`config.mk`:
```
export PLATFORM = sky130hd
export DESIGN_NAME = arbitro_aleatorio_flat
export DESIGN_NICKNAME = d
export VERILOG_FILES = /design/src/rtl/arbitro_aleatorio_if.sv /design/src/rtl/arbitro_aleatorio.sv /design/src/flat_wrapper.sv
export SDC_FILE = /design/constraint.sdc
export NUM_CORES = 1
export LEC_CHECK = 0
export ABC_AREA = 1
export CORE_MARGIN = 8
export CORE_UTILIZATION = 51
export CTS_CLUSTER_DIAMETER = 120
export DETAILED_ROUTE_END_ITERATION = 6
export GPL_ROUTABILITY_DRIVEN = 0
export GPL_TIMING_DRIVEN = 0
export PLACE_DENSITY = 0.87
export SYNTH_ARGS = -nofsm -noshare
export SYNTH_HDL_FRONTEND = slang
export SYNTH_SLANG_ARGS = --single-unit
```
`constraint.sdc`:
```
create_clock -name clk -period 5.75 [get_ports clk]
set_clock_uncertainty 0.05 [all_clocks]
set_input_delay 1.15 -clock clk [delete_from_list [all_inputs] [get_ports clk]]
set_output_delay 1.15 -clock clk [all_outputs]
set_load 0.01 [all_outputs]
```
`src/rtl/arbitro_aleatorio_if.sv`:
```
// Request/grant bundle between the game processes and the shared random-number arbiter.
// The master side drives requests, ranges and the LFSR word; the slave side returns grants.
interface arbitro_aleatorio_if #(
  parameter int N_REQ = 4,
  parameter int DW    = 8
);
  logic [N_REQ-1:0]    req;
  logic [N_REQ*DW-1:0] limit;
  logic [31:0]         rand_in;
  logic [N_REQ-1:0]    ack;
  logic [DW-1:0]       data;
  logic                busy;

  modport master (
    output req, limit, rand_in,
    input  ack, data, busy
  );

  modport slave (
    input  req, limit, rand_in,
    output ack, data, busy
  );
endinterface

```
`src/rtl/arbitro_aleatorio.sv`:
```
// Round-robin arbiter handing out uniform values in [0, limit) from a shared LFSR word,
// using rejection sampling with a bounded-retry fallback and a minimum gap between samples.
module arbitro_aleatorio #(
  parameter int N_REQ     = 4,
  parameter int DW        = 8,
  parameter int GAP       = 8,
  parameter int MAX_TRIES = 4
) (
  input  logic                clk,
  input  logic                rst,
  arbitro_aleatorio_if.slave  bus
);

  localparam int IW = (N_REQ > 1) ? $clog2(N_REQ) : 1;
  localparam int TW = (MAX_TRIES > 1) ? $clog2(MAX_TRIES) : 1;
  localparam int GW = $clog2(GAP + 1);

  typedef enum logic [1:0] {
    S_IDLE,
    S_WAIT,
    S_SAMPLE,
    S_DONE
  } state_t;

  // Smear the MSB of (lim-1) downward; lim=0 wraps to all-ones, lim=1 gives zero.
  function automatic logic [DW-1:0] range_mask(input logic [DW-1:0] lim);
    logic [DW-1:0] m;
    m = lim - DW'(1);
    for (int s = 1; s < DW; s = s * 2) begin
      m = m | (m >> s);
    end
    return m;
  endfunction

  function automatic logic [GW-1:0] gap_sat_inc(input logic [GW-1:0] g);
    return (g >= GW'(GAP)) ? GW'(GAP) : g + GW'(1);
  endfunction

  state_t         state_q, state_d;
  logic [IW-1:0]  idx_q, idx_d;
  logic [DW-1:0]  lim_q, lim_d;
  logic [TW-1:0]  tries_q, tries_d;
  logic [GW-1:0]  gap_q, gap_d;
  logic [IW-1:0]  rr_ptr_q, rr_ptr_d;
  logic [N_REQ-1:0] ack_q, ack_d;
  logic [DW-1:0]  data_q, data_d;

  logic [DW-1:0]  lim_arr [N_REQ];
  logic [IW-1:0]  pick;
  logic           found;
  int             j;
  logic [DW-1:0]  cand;
  logic           gap_ok;

  for (genvar g = 0; g < N_REQ; g++) begin : g_lim
    assign lim_arr[g] = bus.limit[g*DW +: DW];
  end

  if (DW < 32) begin : g_unused
    logic unused_rand_hi;
    assign unused_rand_hi = ^bus.rand_in[31:DW];
  end

  // Search starts just past the last winner so every requester is served within N_REQ grants.
  always_comb begin
    pick  = '0;
    found = 1'b0;
    j     = 0;
    for (int k = 1; k <= N_REQ; k++) begin
      j = (int'(rr_ptr_q) + k) % N_REQ;
      if (!found && bus.req[IW'(j)]) begin
        found = 1'b1;
        pick  = IW'(j);
      end
    end
  end

  assign cand   = bus.rand_in[DW-1:0] & range_mask(lim_q);
  assign gap_ok = (gap_q >= GW'(GAP));

  always_comb begin
    state_d  = state_q;
    idx_d    = idx_q;
    lim_d    = lim_q;
    tries_d  = tries_q;
    rr_ptr_d = rr_ptr_q;
    ack_d    = '0;
    data_d   = data_q;
    gap_d    = (state_q == S_SAMPLE) ? '0 : gap_sat_inc(gap_q);

    case (state_q)
      S_IDLE: begin
        if (found) begin
          idx_d   = pick;
          lim_d   = lim_arr[pick];
          tries_d = '0;
          state_d = gap_ok ? S_SAMPLE : S_WAIT;
        end
      end
      S_WAIT: begin
        if (!bus.req[idx_q]) begin
          state_d = S_IDLE;
        end else if (gap_ok) begin
          state_d = S_SAMPLE;
        end
      end
      S_SAMPLE: begin
        if (!bus.req[idx_q]) begin
          state_d = S_IDLE;
        end else if ((lim_q == '0) || (cand < lim_q)) begin
          data_d        = cand;
          ack_d[idx_q]  = 1'b1;
          state_d       = S_DONE;
        end else if (tries_q == TW'(MAX_TRIES - 1)) begin
          // mask < 2*lim, so a rejected candidate minus lim always lands in range
          data_d        = cand - lim_q;
          ack_d[idx_q]  = 1'b1;
          state_d       = S_DONE;
        end else begin
          tries_d = tries_q + TW'(1);
          state_d = S_WAIT;
        end
      end
      S_DONE: begin
        rr_ptr_d = idx_q;
        state_d  = S_IDLE;
      end
      default: state_d = S_IDLE;
    endcase
  end

  always_ff @(posedge clk) begin
    if (rst) begin
      state_q  <= S_IDLE;
      tries_q  <= '0;
      gap_q    <= '0;
      rr_ptr_q <= IW'(N_REQ - 1);
      ack_q    <= '0;
      data_q   <= '0;
    end else begin
      state_q  <= state_d;
      tries_q  <= tries_d;
      gap_q    <= gap_d;
      rr_ptr_q <= rr_ptr_d;
      ack_q    <= ack_d;
      data_q   <= data_d;
    end
  end

  always_ff @(posedge clk) begin
    idx_q <= idx_d;
    lim_q <= lim_d;
  end

  assign bus.ack  = ack_q;
  assign bus.data = data_q;
  assign bus.busy = (state_q != S_IDLE);

endmodule

```
`src/flat_wrapper.sv`:
```
// flat-port wrapper written by rule: the top's interface ports become plain ports
module arbitro_aleatorio_flat 
#(
  parameter int N_REQ     = 4,
  parameter int DW        = 8,
  parameter int GAP       = 8,
  parameter int MAX_TRIES = 4
)
  (clk, rst, bus_req, bus_limit, bus_rand_in, bus_ack, bus_data, bus_busy);
  arbitro_aleatorio_if #(.N_REQ(N_REQ), .DW(DW)) bus_i ();
  input  logic clk;
  input  logic rst;
  input wire logic [$bits(bus_i.req)-1:0] bus_req;
  input wire logic [$bits(bus_i.limit)-1:0] bus_limit;
  input wire logic [$bits(bus_i.rand_in)-1:0] bus_rand_in;
  output wire logic [$bits(bus_i.ack)-1:0] bus_ack;
  output wire logic [$bits(bus_i.data)-1:0] bus_data;
  output wire logic [$bits(bus_i.busy)-1:0] bus_busy;
  assign bus_i.req = bus_req;
  assign bus_i.limit = bus_limit;
  assign bus_i.rand_in = bus_rand_in;
  assign bus_ack = bus_i.ack;
  assign bus_data = bus_i.data;
  assign bus_busy = bus_i.busy;
  arbitro_aleatorio #(.N_REQ(N_REQ), .DW(DW), .GAP(GAP), .MAX_TRIES(MAX_TRIES)) u_core (.clk(clk), .rst(rst), .bus(bus_i));
endmodule
```
; ---- After elaboration in Yosys (flattened, before gate mapping)
; Index checks and enable logic that the tools add are counted.
[word_totals]
regBits = 32
latch_bits = 0
ram_bits = 0
romBits = 0
input_bits = 70
out_inout_bits = 13
n_memories = 0
[classes]
addsub = 8
multipliers = 0
div_mod_pow = 0
magnitude_cmp = 9
eq_ne = 9
n_shift = 0
mux = 45
n_bitwise = 7
reduce_logical = 20
[op_table]
columns = op, n
row1 = $mux W8, 4
row2 = $mux W2, 15
row3 = $bmux W8 S2, 1
row4 = $lt A2 B4 Y1 const B, 4
row5 = $mux W1, 14
row6 = $mux W4, 3
row7 = $bmux W1 S2, 5
row8 = $and A8 B8 Y8, 1
row9 = $logic_not A8 Y1, 1
row10 = $lt A8 B8 Y1, 1
row11 = $or A8 B4 Y8, 1
row12 = $or A8 B6 Y8, 1
row13 = $or A8 B7 Y8, 1
row14 = $pmux W2 S4, 1
row15 = $sub A8 B1 Y8 const B, 1
row16 = $sub A8 B8 Y8, 1
row17 = $add A2 B1 Y2 const B, 3
row18 = $eq A2 B2 Y1 const B, 3
row19 = $ne A2 B2 Y1 const B, 3
row20 = $reduce_bool A2 Y1, 3
row21 = $reduce_or A3 Y1, 2
row22 = $reduce_and A5 Y1, 1
row23 = $add A2 B2 Y2 const B, 2
row24 = $add A4 B1 Y4 const B, 1
row25 = 18 further kinds, 25

; ---- Longest topological paths before layout
; Gate-level depths: netlist of the first run.
[depth]
depth_word = 18
ltp_mapped = 26

; ---- Least setup slack after synthesis of the first run
; OpenSTA, ideal clock, no wires.
[synth_path]
kind = reg-to-reg
start = register u_core.lim_q[1]
end = register u_core.data_q[3] (netlist: u_core.bus.data[3])
setup_time_ns = 0.113
arrival_ns = 2.862
setup_slack_ns = 2.725
stages_incl_launch_ff = 26
path_buffers = 0
path_cell_list = edfxtp_1 -> inv_1 -> ha_1 -> nand3_1 -> nor2_1 -> nand2_1 -> nand2_1 -> inv_1 -> nand2_1 -> nor2_1 -> nand2_1 -> nand2_1 -> ha_1 -> fa_1 -> inv_1 -> nand2_1 -> nand3_1 -> nand2_1 -> nand2_1 -> nand2_1 -> nand2_2 -> nand3_4 -> nand2_2 -> inv_2 -> nor2_1 -> nor2_1
[synth_between]
elab_chain_len = 9
elab_cells_between_ends = 13
classes_between = add/sub: 2 / order compare: 1 / mux: 2 / bitwise: 4 / reduce/logical: 4
[synth_rtl]
columns = element, line_no
row1 = from (decl), arbitro_aleatorio.sv:41  ; logic [DW-1:0] lim_q, lim_d;
row2 = from (signal assigned), arbitro_aleatorio.sv:152  ; lim_q <= lim_d;
row3 = $sub A8 B1 Y8, arbitro_aleatorio.sv:28  ; m = lim - DW'(1);
row4 = $or A8 B7 Y8, arbitro_aleatorio.sv:30  ; m = m | (m >> s);
row5 = $or A8 B6 Y8, arbitro_aleatorio.sv:30
row6 = $or A8 B4 Y8, arbitro_aleatorio.sv:30
row7 = $and A8 B8 Y8, arbitro_aleatorio.sv:78  ; assign cand = bus.rand_in[DW-1:0] & range_mask(lim_q);
row8 = $lt A8 B8 Y1, arbitro_aleatorio.sv:110  ; end else if ((lim_q == '0) || (cand < lim_q)) begin
row9 = $logic_or A1 B1 Y1, arbitro_aleatorio.sv:110
row10 = $reduce_bool A2 Y1 (no line), -
row11 = $reduce_and A3 Y1 (no line), -
row12 = to (signal assigned), arbitro_aleatorio.sv:146  ; data_q <= data_d;
row13 = to (decl), arbitro_aleatorio.sv:46  ; logic [DW-1:0] data_q, data_d;
; Several ways; a longest one is shown, not always the timed one. The select of a mux whose other input is x is not followed.
; A chain may end at the register's enable or synchronous reset.

; ---- Worst setup path after layout of the first run
[layout_path]
start = register u_core.lim_q[0]
end = register u_core.data_q[3] (netlist: u_core.bus.data[3])
; The elaborated chain is that of the path after synthesis.

==> results.py, run 1 <==
metrics = {
    "clock_tree": {
        "clk_path_buf_depth": 2,
        "cts_tree": "done",
        "post_cts_resized": 0,
        "clkLatencyLatePin_ns": 0.29,
        "clkTransAtPathRegs_ns": 0.07,
        "clock_sink_count": 32,
        "holdBufCountCts": 0,
        "root_buffer": "clkbuf_8",
        "cts_htree_levels": 2,
        "post-cts-setup-buffers": 0,
        "cts_buffers": 5,
    },
    "logic_synthesis": {
        "synthCells": 414,
        "synth.lib_cells_used.distinct": 34,
        "post_synth.cell_area_avg_sq_um": 6.27,
        "warning_count_from_the_yosys_run": 0,
        "postSynth.asyncResetShare_pct": 0,
        "synth.cell_area_sq_um": 2590,
        "yosys_register_bits": 32,
        "seq_area_frac_synth_pct": 28.6,
        "synth_fp_nets": 498,
        "synth_edf_count": 10,
        "synth_ff_type": "dfxtp_1",
    },
    "layout": {
        "multi_input_area_sq_um": 1470,
        "area_growth_pct": 29.3,
        "seqCellArea_sq_um": 741,
        "most-common-layout-cells": "nand2_1 (129), inv_1 (85), clkdlybuf4s50_1 (58)",
        "layout.nets": 563,
        "fillerInstances": 469,
        "drive_above_1_share_pct": 6.25,
        "mostFrequentLayoutCell": "nand2_1",
        "fin_area_sq_um": 3350,
        "diodes": 0,
        "final_cells": 550,
    },
    "global_route": {
        "number_of_global_route_vias_before_repair": 2545,
        "grt_pass1_wl_um": 10300,
        "grt_overflow_total": 0,
        "grt_start_max_net_pins": 11,
        "antenna_found_initial": 0,
        "grtUsageTotal_pct": 16.2,
    },
    "power_and_ir_drop": {
        "switchingPower_uw": 737,
        "power.share.clock_pct": 11.8,
        "worst_ir_drop_vdd_uv": 211,
        "intPower_uw": 810,
        "power.share.combinational_pct": 63.4,
        "p_sw_share_pct": 47.6,
        "power_per_cell_area_nw_per_um2": 461,
        "power.share.sequential_pct": 24.8,
        "p_leak_uw": 0.00176,
    },
    "routing": {
        "routed_wl_um": 5920,
        "drt-pass1-iter-count": 4,
        "post-route-drc-count": 0,
        "routed-via-count": 2632,
        "detail-route-antenna-nets": 0,
        "drt-wirelength-per-cell_um": 10.8,
        "route.detailed.vias_per_inst": 4.79,
        "drt-initial-drc-count": 116,
    },
    "min_path": {
        "min_path_type": "reg2reg",
    },
    "outcome": {
        "run_status": "complete, no violations",
    },
    "sta": {
        "fin_crit_sh_pct": 61.5,
        "achievable-frequency_mhz": 283,
        "fin_tns_setup_ns": 0,
        "final-max-slew-violation-count": 0,
        "worst-slew-pin-transition_ns": 0.485,
        "period_minus_slack_ns": 3.53,
        "timing.final.setup_violations": 0,
        "worst_slew_margin_rel_pct": 67.3,
        "layout_setup_ws_ns": 2.22,
        "finalHoldViolations": 0,
        "finalHoldWorstSlack_ns": 0.424,
        "grt_setup_unrepaired": "no",
    },
    "worst_setup_path": {
        "crit_path_max_fanout": 10,
        "worst_reg2reg_setup_slack_ns": 2.22,
        "r2r-end": "u_core.bus.data[3]",
        "worstSetupEndpointType": "flip-flop",
        "rr_startpoint": "u_core.lim_q[0]",
        "cp-startpoint": "u_core.lim_q[0]",
        "cp-endpoint": "u_core.bus.data[3]",
        "worst_r2r_path_depth": 24,
        "cp.arrival_ns": 3.71,
        "worst-setup-path-type": "reg2reg",
        "worst_setup_path_start_kind": "flip-flop",
        "required_ns": 5.92,
    },
    "job": {
        "max_cap_violations": 0,
    },
    "place": {
        "dpl_worst_slack_ns": 2.04,
        "io_buffer_count": 58,
        "place_area_sq_um": 3260,
        "dp.cells": 542,
        "hpwl_um": 4900,
    },
    "die": {
        "fp.dieArea_sq_um": 7620,
        "ios": 83,
        "die_h_um": 87.3,
        "fp-row-count": 26,
        "die_width_um": 87.3,
        "initial_core_util_pct": 51.8,
        "core_area_sq_um": 5010,
    },
}
==> cell type report <==
cell class	instances	area share, %
clock buffer	7	2.57
multi-input combinational	288	43.9
sequential	32	22.1
buffer	5	1.27
timing repair buffer	58	17.3
tap	70	2.61
inverter	89	10.0
clock inverter	1	0.186
==> cell usage after synthesis (2+ instances only) <==
cell | count | area share, %
a21oi_1 | 13 | 2.5
a31oi_1 | 2 | 0.48
dfxtp_1 | 22 | 17
edfxtp_1 | 10 | 12
ha_1 | 13 | 6.3
inv_1 | 85 | 12
inv_2 | 3 | 0.43
nand2_1 | 129 | 19
nand2_2 | 7 | 1.7
nand3_1 | 35 | 6.8
nand3_4 | 2 | 1.4
nand3b_1 | 3 | 0.87
nand4_1 | 6 | 1.4
nor2_1 | 43 | 6.2
o21ai_0 | 13 | 2.5
xnor2_1 | 7 | 2.4
xor2_1 | 4 | 1.4
==> how the worst min path moves through the flow <==
stage	startpoint	endpoint	slack [ns]	depth (start not counted)
final	u_core.gap_q[0]	u_core.gap_q[0]	0.42	1
after global routing	u_core.gap_q[0]	u_core.gap_q[0]	0.46	1
after CTS	u_core.gap_q[0]	u_core.gap_q[0]	0.42	1
after detailed placement	u_core.gap_q[0]	u_core.gap_q[0]	0.41	1
after global placement	u_core.gap_q[0]	u_core.gap_q[0]	0.39	1
after floorplan	u_core.gap_q[0]	u_core.gap_q[0]	0.38	1
==> routing by layer <==
layer / vias up / track usage [%] / share of wire (%)
met5: - / 0 / 0
met4: 0 / 4.38 / 0.44
met3: 4 / 4.72 / 6.8
met2: 77 / 29.3 / 49
met1: 1153 / 17.8 / 44
li1: 1398 / - / -
==> flip-flops by register name, indices dropped and copies added (netlist names) <==
name and count:
u_core.bus.ack 4, u_core.bus.data 8, u_core.gap_q 4, u_core.idx_q 2, u_core.lim_q 8, u_core.rr_ptr_q 2, u_core.state_q 2, u_core.tries_q 2
==> cell families (layout without fill, tap and decap cells) <==
| family | after synthesis | after routing | share of synthesized area [%] |
|---|---|---|---|
| and+or+nand+nor | 231 | 231 | 39.0 |
| xor gates and xnor gates | 11 | 11 | 3.71 |
| DFF | 32 | 32 | 28.6 |
| adders and majority gates | 14 | 14 | 7.04 |
| AOI/OAI and AO/OA | 32 | 32 | 7.04 |
| buffers and inverters | 94 | 160 | 14.6 |
==> through the flow <==
| step | utilization (%) | power [uW] |
|---|---|---|
| floorplan | - | 1130 |
| global placement | 65.1 | 1330 |
| detailed placement | 65.1 | 1360 |
| CTS | 67.0 | 1540 |
| global route | 67.0 | 1710 |
| finish | 67.0 | 1550 |
==> worst max-delay path, cell delays in order, from the launching register on <==
cell,delay [ns]
edfxtp_1,0.42
inv_1,0.16
ha_1,0.22
nand3_1,0.14
xor2_1,0.26
nor2_1,0.07
nand2_1,0.06
nor2_1,0.07
nand2_1,0.08
nand2_1,0.07
ha_1,0.21
fa_1,0.41
inv_1,0.10
nand2_1,0.06
nand3_1,0.11
nand2_1,0.06
nand2_1,0.05
nand2_1,0.05
nand2_2,0.18
nand3_4,0.14
nand2_2,0.20
inv_2,0.10
nand2_1,0.07
nand2_1,0.04
nor2_1,0.08
==> power groups by stage <==
stage	combinational (uW)	sequential, uW	clock [uW]
6_report	981	384	182
5_1_grt	1120	393	195
4_1_cts	976	384	184
3_5_place_dp	973	389	0
3_3_place_gp	943	386	0
2_1_floorplan	751	382	0
Power figures use the tool's default switching activity.
==> inputs of run 2 (changes only) <==
--- a/config.mk
+++ b/config.mk
@@ -7,12 +7,12 @@
 export LEC_CHECK = 0
 export ABC_AREA = 1
 export CORE_MARGIN = 8
-export CORE_UTILIZATION = 51
+export CORE_UTILIZATION = 47
 export CTS_CLUSTER_DIAMETER = 120
 export DETAILED_ROUTE_END_ITERATION = 6
 export GPL_ROUTABILITY_DRIVEN = 0
 export GPL_TIMING_DRIVEN = 0
-export PLACE_DENSITY = 0.87
+export PLACE_DENSITY = 0.81
 export SYNTH_ARGS = -nofsm -noshare
 export SYNTH_HDL_FRONTEND = slang
 export SYNTH_SLANG_ARGS = --single-unit
==> constraint.sdc (replaced) <==
create_clock -name clk -period 3.5 [get_ports clk]
set_clock_uncertainty 0.05 [all_clocks]
set_input_delay 0.7 -clock clk [delete_from_list [all_inputs] [get_ports clk]]
set_output_delay 0.7 -clock clk [all_outputs]
set_load 0.01 [all_outputs]
==> run 2 against run 1 <==
Against the previous run: final cell count increased by 2.4%; largest cell class unchanged; sequential share of layout area decreased by 1.0 points; cell area increased by 4.9%; count of clock-buffer cells in the layout decreased by 2; utilization decreased by 1.8 points.
==> results.py, run 2 (same netlist as run 1, synthesis figures left out) <==
metrics = {
    "global_route": {
        "grt_pass1_wl_um": 10500,
        "grtUsageTotal_pct": 15.0,
        "met3_use_gr_pct": 4.49,
        "grt.met1_usage_pct": 16.3,
        "gr-usage-met2_pct": 26.8,
        "grt_start_max_net_pins": 12,
        "grt_overflow_total": 0,
        "busiest_layer": "met2",
        "antenna_found_initial": 0,
        "number_of_global_route_vias_before_repair": 2592,
    },
    "sta": {
        "period_minus_slack_ns": 3.27,
        "achievable-frequency_mhz": 306,
        "timing.final.setup_violations": 0,
        "fin_crit_sh_pct": 93.3,
        "finalHoldViolations": 0,
        "worst_slew_margin_rel_pct": 62.9,
        "worst-slew-pin-transition_ns": 0.554,
        "final-max-slew-violation-count": 0,
    },
    "die": {
        "initial_core_util_pct": 48.0,
        "core_area_sq_um": 5410,
        "fp-row-count": 27,
        "die_width_um": 90.3,
        "die_h_um": 90.3,
        "fp.dieArea_sq_um": 8150,
        "ios": 83,
    },
    "place": {
        "io_buffer_count": 58,
        "place_area_sq_um": 3260,
        "hpwl_um": 4990,
    },
    "layout": {
        "drive_above_1_share_pct": 11.4,
        "diodes": 0,
        "fin_area_sq_um": 3520,
        "layout.nets": 574,
        "area_growth_pct": 35.7,
        "most-common-layout-cells": "nand2_1 (126), inv_1 (82), clkdlybuf4s50_1 (58)",
        "final_util_pct": 65.1,
        "mostFrequentLayoutCell": "nand2_1",
    },
    "clock_tree": {
        "clkLatencyLatePin_ns": 0.29,
        "clock_sink_count": 32,
        "cts_tree": "done",
        "clk_path_buf_depth": 2,
        "clkTransAtPathRegs_ns": 0.07,
        "cts_buffers": 5,
        "root_buffer": "clkbuf_8",
        "cts_htree_levels": 2,
        "holdBufCountCts": 0,
    },
    "outcome": {
        "run_status": "complete, no violations",
    },
    "routing": {
        "drt-pass1-iter-count": 4,
        "detail-route-antenna-nets": 0,
        "route.detailed.vias_per_inst": 4.79,
        "post-route-drc-count": 0,
        "drt-wirelength-per-cell_um": 11.6,
        "routed_wl_um": 6560,
        "routed-via-count": 2694,
        "drt-initial-drc-count": 128,
    },
    "worst_setup_path": {
        "crit_path_max_incr_delay_ns": 0.43,
        "worst_reg2reg_setup_slack_ns": 0.23,
        "worstSetupEndpointType": "flip-flop",
        "worst_r2r_path_depth": 23,
        "worst-setup-path-type": "reg2reg",
        "crit_path_top_delay_cell": "edfxtp_1",
        "worst_setup_path_start_kind": "flip-flop",
        "r2r-end": "u_core.state_q[1]",
        "cp-endpoint": "u_core.state_q[1]",
        "worst_path_cell_chain": "buf_4, nor2_4, nand2_2, o21ai_0, nand2_1, nand2_2, nor2_4, nand2_1, nand2_1, ha_1, fa_2, inv_1, nand2_1, nand3_1, nand2_1, nand2_1, nand2_1, nand2_4, nand3_4, nand2_8, inv_2, nor2_1, nor2_1",
        "cp.arrival_ns": 3.40,
        "crit_path_max_fanout": 8,
        "required_ns": 3.64,
        "rr_startpoint": "u_core.lim_q[1]",
        "cp-startpoint": "u_core.lim_q[1]",
        "worst_path_most_repeated_cell": "nand2_1",
    },
    "min_path": {
        "min-delay-start": "u_core.bus.data[3]",
        "min_path_type": "reg2reg",
    },
    "power_and_ir_drop": {
        "worst_ir_drop_vdd_uv": 481,
        "p_leak_uw": 0.00181,
        "power_per_cell_area_nw_per_um2": 791,
    },
    "job": {
        "max_cap_violations": 0,
    },
}
run 2: cell types whose count changed in the layout (fill, tap and decap cells not counted), moves of 3 or more:
cell	previous run	this run
inv_1	85	82
nor2_1	43	40
inv_2	3	6
nand2_1	129	126
buf_4	1	11
nand2_4	0	3
run 2: worst min-delay path by stage:
stage,to,cells after the start
after floorplan,u_core.gap_q[0],1
after detailed placement,u_core.bus.data[3],2
after global routing,u_core.bus.data[3],2
final,u_core.bus.data[3],2
after global placement,u_core.gap_q[0],1
after CTS,u_core.bus.data[3],2
run 2: layout make-up:
type / count / area, sq um
buffer: 5 / 42.5
clock buffer: 5 / 68.8
clock inverter: 3 / 18.8
fill: 466 / 1890
inverter: 89 / 337
multi-input combinational: 289 / 1570
sequential: 32 / 741
tap: 72 / 90.1
timing repair buffer: 68 / 656
run 2: stage by stage:
stage / power, uW / setup WS (ns) / hold slack, ns / cells / setup TNS [ns]
6_report: 2780 / 0.235 / 0.436 / 563 / 0
3_3_place_gp: 2200 / 0.0479 / 0.388 / 544 / 0
4_1_cts: 2560 / 0.0295 / 0.442 / 552 / 0
5_1_grt: 3040 / -0.0319 / 0.461 / 563 / -0.126
3_5_place_dp: 2250 / -0.0847 / 0.424 / 544 / -0.436
2_1_floorplan: 1860 / 0.475 / 0.380 / 414 / 0
run 2: power breakdown:
group / internal [uW] / switching [uW]
sequential: 552 / 85.4
clock: 138 / 146
combinational: 737 / 1130
run 2: worst max-delay path, delay by kind of cell, from the launching register on:
family / cells / cell delay [ns]
and+or+nand+nor: 17 / 1.59
buffers and inverters: 3 / 0.33
adders and majority gates: 2 / 0.59
AOI/OAI and AO/OA: 1 / 0.16
DFF: 1 / 0.43
run 2: metal layers:
layer / routed length (um) / part of all wire [%]
met5: 0 / 0
met4: 128 / 2.0
met3: 456 / 7.0
met2: 3130 / 48
met1: 2840 / 43
run 2: repair_timing:
item | in CTS | in global routing
gates resized for setup | 6 | 15
pin swaps | 0 | 3
endpoints found under the hold margin | 0 | 0
gates cloned | 0 | 1
endpoints found under the setup margin | 9 | 15
buffers inserted | 0 | 10
